File: src/rtl/sa_pkg.sv
// Shared systolic-array definitions: feeder state encoding and default burst geometry,
// common to the weight feeder and the array controller.
package sa_pkg;

   localparam int SA_DATA_W      = 8;
   localparam int SA_NUM_W       = 32;
   localparam int SA_ADDR_W      = 10;
   localparam int SA_COMPUTE_CYC = 32;

   typedef enum logic [2:0] {
      IDLE,
      FETCH,
      STREAM,
      COMPUTE,
      DONE
   } feeder_state_t;

endpackage

File: src/rtl/sa_rd_pipe.sv
// Read-latency aligner: turns the weight-buffer read strobe and its one-cycle-late data
// into the registered w_ps/w_data timing seen by the array.
module sa_rd_pipe
   import sa_pkg::*;
#(
   parameter int DATA_W = SA_DATA_W
) (
   input  logic              clk,
   input  logic              rst,
   input  logic              clr,
   input  logic              rd_en,
   input  logic [DATA_W-1:0] rd_data,
   output logic              vld_p1,
   output logic              vld_p2,
   output logic [DATA_W-1:0] data_p2
);

   always_ff @(posedge clk or negedge rst) begin
      if (!rst) begin
         vld_p1  <= 1'b0;
         vld_p2  <= 1'b0;
         data_p2 <= '0;
      end else if (clr) begin
         vld_p1  <= 1'b0;
         vld_p2  <= 1'b0;
      end else begin
         // p1: read issued last cycle, data arriving on rd_data now
         vld_p1 <= rd_en;
         // p2: data captured; holds its last word once the burst ends
         vld_p2 <= vld_p1;
         if (vld_p1)
            data_p2 <= rd_data;
      end
   end

endmodule

File: src/rtl/sa_weight_feeder.sv
// Weight feeder: fetches a burst of weights from the weight buffer, streams it into the
// array with w_ps high, then holds w_ps low for the compute phase and pulses done.
module sa_weight_feeder
   import sa_pkg::*;
#(
   parameter int DATA_W      = SA_DATA_W,
   parameter int NUM_W       = SA_NUM_W,
   parameter int ADDR_W      = SA_ADDR_W,
   parameter int COMPUTE_CYC = SA_COMPUTE_CYC
) (
   input  logic              clk,
   input  logic              rst,
   input  logic              start,
   input  logic [ADDR_W-1:0] base_addr,
   input  logic              abort,
   output logic              mem_rd_en,
   output logic [ADDR_W-1:0] mem_addr,
   input  logic [DATA_W-1:0] mem_rd_data,
   output logic              w_ps,
   output logic [DATA_W-1:0] w_data,
   output logic              busy,
   output logic              done
);

   localparam int RC_W = $clog2(NUM_W + 1);
   localparam int CC_W = $clog2(COMPUTE_CYC + 1);
   localparam logic [RC_W-1:0] NUM_W_C  = RC_W'(NUM_W);
   localparam logic [RC_W-1:0] NUM_W_M1 = RC_W'(NUM_W - 1);
   localparam logic [CC_W-1:0] CMP_M1   = CC_W'(COMPUTE_CYC - 1);

   feeder_state_t   state, state_nxt;
   logic [RC_W-1:0] rd_cnt, strm_cnt;
   logic [CC_W-1:0] cmp_cnt;
   logic            accept, abort_act, pipe_vld_p1;
   logic            busy_nxt, done_nxt;

   assign accept    = (state == IDLE) && start && !abort;
   assign abort_act = (state != IDLE) && abort;

   always_ff @(posedge clk or negedge rst) begin
      if (!rst)
         state <= IDLE;
      else
         state <= state_nxt;
   end

   always_comb begin
      state_nxt = state;
      if (abort_act) begin
         state_nxt = IDLE;
      end else begin
         case (state)
            IDLE:    if (accept) state_nxt = FETCH;
            // w_ps rises together with the move into STREAM
            FETCH:   if (pipe_vld_p1) state_nxt = STREAM;
            STREAM:  if (strm_cnt == NUM_W_M1) state_nxt = COMPUTE;
            COMPUTE: if (cmp_cnt == CMP_M1) state_nxt = DONE;
            DONE:    state_nxt = IDLE;
            default: state_nxt = IDLE;
         endcase
      end
   end

   always_comb begin
      busy_nxt = (state_nxt == FETCH) || (state_nxt == STREAM) || (state_nxt == COMPUTE);
      done_nxt = (state_nxt == DONE);
   end

   always_ff @(posedge clk or negedge rst) begin
      if (!rst) begin
         busy <= 1'b0;
         done <= 1'b0;
      end else begin
         busy <= busy_nxt;
         done <= done_nxt;
      end
   end

   // Phase counters restart whenever their state is left, including on abort.
   always_ff @(posedge clk or negedge rst) begin
      if (!rst) begin
         strm_cnt <= '0;
         cmp_cnt  <= '0;
      end else begin
         strm_cnt <= (state == STREAM  && state_nxt == STREAM)  ? strm_cnt + 1'b1 : '0;
         cmp_cnt  <= (state == COMPUTE && state_nxt == COMPUTE) ? cmp_cnt + 1'b1  : '0;
      end
   end

   // Read issue: NUM_W back-to-back reads starting the cycle after accept, address wraps.
   always_ff @(posedge clk or negedge rst) begin
      if (!rst) begin
         mem_rd_en <= 1'b0;
         mem_addr  <= '0;
         rd_cnt    <= '0;
      end else if (accept) begin
         mem_rd_en <= 1'b1;
         mem_addr  <= base_addr;
         rd_cnt    <= RC_W'(1);
      end else if (abort_act || state == IDLE) begin
         mem_rd_en <= 1'b0;
         rd_cnt    <= '0;
      end else if (mem_rd_en && rd_cnt != NUM_W_C) begin
         mem_addr  <= mem_addr + 1'b1;
         rd_cnt    <= rd_cnt + 1'b1;
      end else begin
         mem_rd_en <= 1'b0;
      end
   end

   sa_rd_pipe #(
      .DATA_W (DATA_W)
   ) u_rd_pipe (
      .clk     (clk),
      .rst     (rst),
      .clr     (abort_act),
      .rd_en   (mem_rd_en),
      .rd_data (mem_rd_data),
      .vld_p1  (pipe_vld_p1),
      .vld_p2  (w_ps),
      .data_p2 (w_data)
   );

endmodule

File: config.mk
export PLATFORM = sky130hd
export DESIGN_NAME = sa_weight_feeder
export DESIGN_NICKNAME = d
export VERILOG_FILES = /design/src/rtl/sa_pkg.sv /design/src/rtl/sa_rd_pipe.sv /design/src/rtl/sa_weight_feeder.sv
export SDC_FILE = /design/constraint.sdc
export NUM_CORES = 1
export LEC_CHECK = 0
export BUFFER_PORTS_ARGS = -buffer_cell sky130_fd_sc_hd__buf_2
export CORE_ASPECT_RATIO = 0.8
export CORE_MARGIN = 1
export CORE_UTILIZATION = 54
export CTS_CLUSTER_SIZE = 12
export DETAILED_ROUTE_END_ITERATION = 10
export GPL_TIMING_DRIVEN = 0
export HOLD_SLACK_MARGIN = 0.02
export PLACE_DENSITY = 0.79
export SETUP_SLACK_MARGIN = 0.5
export SLEW_MARGIN = 20
export SYNTH_ARGS = -nofsm -noshare
export SYNTH_HDL_FRONTEND = slang
export SYNTH_HIERARCHICAL = 1
export SYNTH_SLANG_ARGS = --single-unit
File: constraint.sdc
create_clock -name clk -period 2.5 [get_ports clk]
set_clock_uncertainty 0.1 [all_clocks]
set_input_delay 0.375 -clock clk [delete_from_list [all_inputs] [get_ports clk]]
set_output_delay 0.375 -clock clk [all_outputs]
set_load 0.1 [all_outputs]
==> metrics.md <==
| Metric | Value |
|---|---|
| Filler Cells Inserted | 280 |
| FF-to-FF path depth | 7 |
| CP endpoint kind | register |
| R2R setup slack | 0.64 ns |
| Max Root-Sink Buffers | 2 |
| Pre-CTS WS | between 0.4 and 0.5 ns |
| Initial antenna violation count | 0 |
| Setup violations, final | 0 |
| Max FO, Critical Path | 5 |
| Final instance area | 0.00250 mm^2 |
| FP Rows | 19 |
| Tot Pwr | 2.42 mW |
| Final GP Congestion | 0.760 |
| Width of the die | 71.7 um |
| Netlist Area Pre-Place | 0.00210 mm^2 |
| Slew HR | between 30 and 40% |
| Final hold slack | 0.107 ns |
| Leakage | 1.14 nW |
| VDD IR-drop max | 1040 uV |
| Power Density | 968 mW/mm^2 |
| Overall routing resource usage | 20.6% |
| Clock Sinks | between 40 and 50 |
| Required @ worst endpoint | 2.59 ns |
| FMAX | 0.539 GHz |
| Tmin final | 1.86 ns |
| Drt pass-1 iters | 4 |
| Cts hold-fix bufs | 0 |
| CTS tree | done |
| Crit path arrival time | 1.95 ns |
| Ports | 44 |
| TritonCTS buffer count | 5 |
| Starting Density | 58.9% |
| Post-Route Setup TNS | 0 ns |
| Die area | about 0.0041 mm^2 |
| First-pass GRT wire length | 6350 um |
| Setup CP Type | register to register |
| Mapped Avg Cell Area | between 10 and 15 um^2 |
| Fin. Hold Viols | 0 |
| Class of the worst hold path | input pin to asynchronous set/reset pin |
| Chip height | between 50 and 60 um |
| Worst-path clk slew | 0.08 ns |
| Setup WS post-layout | 0.644 ns |
| # diodes | 0 |
| Vias | 1564 |
| Worst reg2reg endpoint | mem_addr[5] |
| Pin count of the biggest net entering global routing | 45 |
| Share of synthesized flip-flops with an asynchronous set or reset | 100% |
| Setup crit start kind | register |
| Share of layout cells above drive strength 1 | between 30% and 40% |
| Top FF cell, synth | dfrtp_1 |
| Initial DRC count | between 90 and 100 |
| Global route overflow | 0 |
| Max-Cap Viols | 0 |
| Max-slew violations | 0 |
| Final nets | 275 |
| Clock Latency Late Sink | 0.30 ns |
| EDFF count, synth | 0 |
| DRC | 0 |
| Final ANT Viol Nets | 0 |
| Top cell type by total area after synthesis | dfrtp_1 |
| RR Startpoint | rd_cnt[0] |
| Register area share after synthesis | 52.4% |
| Core area | ~0.0036 mm^2 |
| Drt wl/cell | approximately 13 um |
| DRT Wirelength | 3760 um |
| Post-synthesis instance total | 196 |
| RSZ-0062 raised after global routing | yes |
| H-tree Lvls | 2 |
| Port bufs | 43 |
| Cell variety after synth | 36 |
| Vias per Instance | around 5.4 |
| Root buffer cell | clkbuf_8 |
| Syn nets | 223 |
| Number of global-route vias before repair | around 1.4k |
| Worst Tran Pin Value | 0.934 ns |
| Post-DP HPWL | ~2600 um |
| Status | completed |
| Top post-synthesis cells by area | dfrtp_1 52%, nor2_1 6.1%, mux2_4 5.7% |
| Top-area cell type share of the netlist area | 52.4% |
| Yosys Warn Count | 6 |
| DP Area | 0.00237 mm^2 |
| Period utilisation layout | approximately three quarters |
| FF+latch count, synth | 44 |
| Area Overhead vs Synth | 19.1% |
[cell type report]
class	instances	area, um^2	area share (%)
timing repair buffer	45	230	9.21
tap	42	52.6	2.10
sequential	44	1110	44.3
multi-input combinational	137	916	36.6
buffer	7	56.3	2.25
clock inverter	2	35.0	1.40
clock buffer	6	72.6	2.90
inverter	8	30.0	1.20
[flip-flops by register name (all words and copies together) (netlist names)]
register           cells
mem_rd_en              1
done                   1
u_rd_pipe/data_p2      8
busy                   1
u_rd_pipe/vld_p2       1
state                  3
rd_cnt                 6
cmp_cnt                6
u_rd_pipe/vld_p1       1
strm_cnt               6
mem_addr              10
[report_power, final]
group | switching, mW | total [mW] | internal [mW]
sequential | 0.0733 | 0.880 | 0.806
combinational | 0.797 | 1.01 | 0.211
clock | 0.235 | 0.531 | 0.296
total | 1.11 | 2.42 | 1.31
[critical path: stages (launching register included)]
cell and delay, ns:
dfrtp_1 0.40, inv_1 0.09, ha_1 0.15, nand2_1 0.09
o41ai_4 0.37, o21ai_2 0.12, a21boi_0 0.15, o221a_2 0.26
[cells in the final DEF, fill, tap and decap left out, types with 8 or more instances in the layout]
cell type,instances
buf_2,43
inv_1,8
nor2_1,34
mux2_4,8
xnor2_1,9
nand3_1,8
nand2_1,15
xor2_1,8
a21oi_1,9
dfrtp_1,39
[what timing repair did]
action                                  CTS  global route
endpoints found under the setup margin    1             7
gates resized for setup                   0             1
setup buffers                             2             0
pin swaps                                 1             1
[metal layers]
layer / GRT usage, % / vias up / wire (um)
met5: 0 / - / 0
met4: 7.00 / 0 / 46
met3: 7.83 / 5 / 225
met2: 29.0 / 48 / 1530
met1: 29.4 / 738 / 1960
li1: - / 773 / -
[how the worst max path moves through the flow]
stage	endpoint	slack [ns]	startpoint
global placement	mem_addr[5]	0.46	rd_cnt[0]
detailed placement	mem_addr[5]	0.45	rd_cnt[0]
CTS	mem_addr[5]	0.51	rd_cnt[0]
global route	mem_addr[5]	0.47	rd_cnt[0]
floorplan	mem_addr[8]	0.47	mem_addr[4]
finish	mem_addr[5]	0.64	rd_cnt[0]
[cells by family after synthesis]
kind of cell             count (synthesis)  synth area share (%)
AO/OA/AOI/OAI                           27                  9.42
XOR/XNOR                                17                  7.09
adder cells (fa/ha/maj)                  5                  2.98
buffers and inverters                   15                  4.11
flip-flops                              44                  52.4
multiplexers                            10                  6.67
AND/OR/NAND/NOR                         78                  17.3
[synthesized netlist by cell type, drive strengths merged, types with 2 or more instances]
| master | number |
|---|---|
| dfrtp | 44 |
| nor2 | 34 |
| nand2 | 15 |
| a21oi | 9 |
| xnor2 | 9 |
| inv | 8 |
| mux2 | 8 |
| nand3 | 8 |
| xor2 | 8 |
| ha | 5 |
| nor3 | 5 |
| buf | 4 |
| a31oi | 3 |
| clkbuf | 3 |
| nand4 | 3 |
| nor2b | 3 |
| nor4 | 3 |
| o21ai | 3 |
| a31o | 2 |
| and3 | 2 |
| mux2i | 2 |
| o21a | 2 |
| o22ai | 2 |
| or2 | 2 |
[stage by stage]
step / util [%] / cells
after detailed placement: 66.6 / 281
after CTS: 70.0 / 291
after floorplan: - / 196
after global routing: 70.1 / 291
after global placement: 66.6 / 281
final: 70.1 / 291
Power figures use the tool's default switching activity.
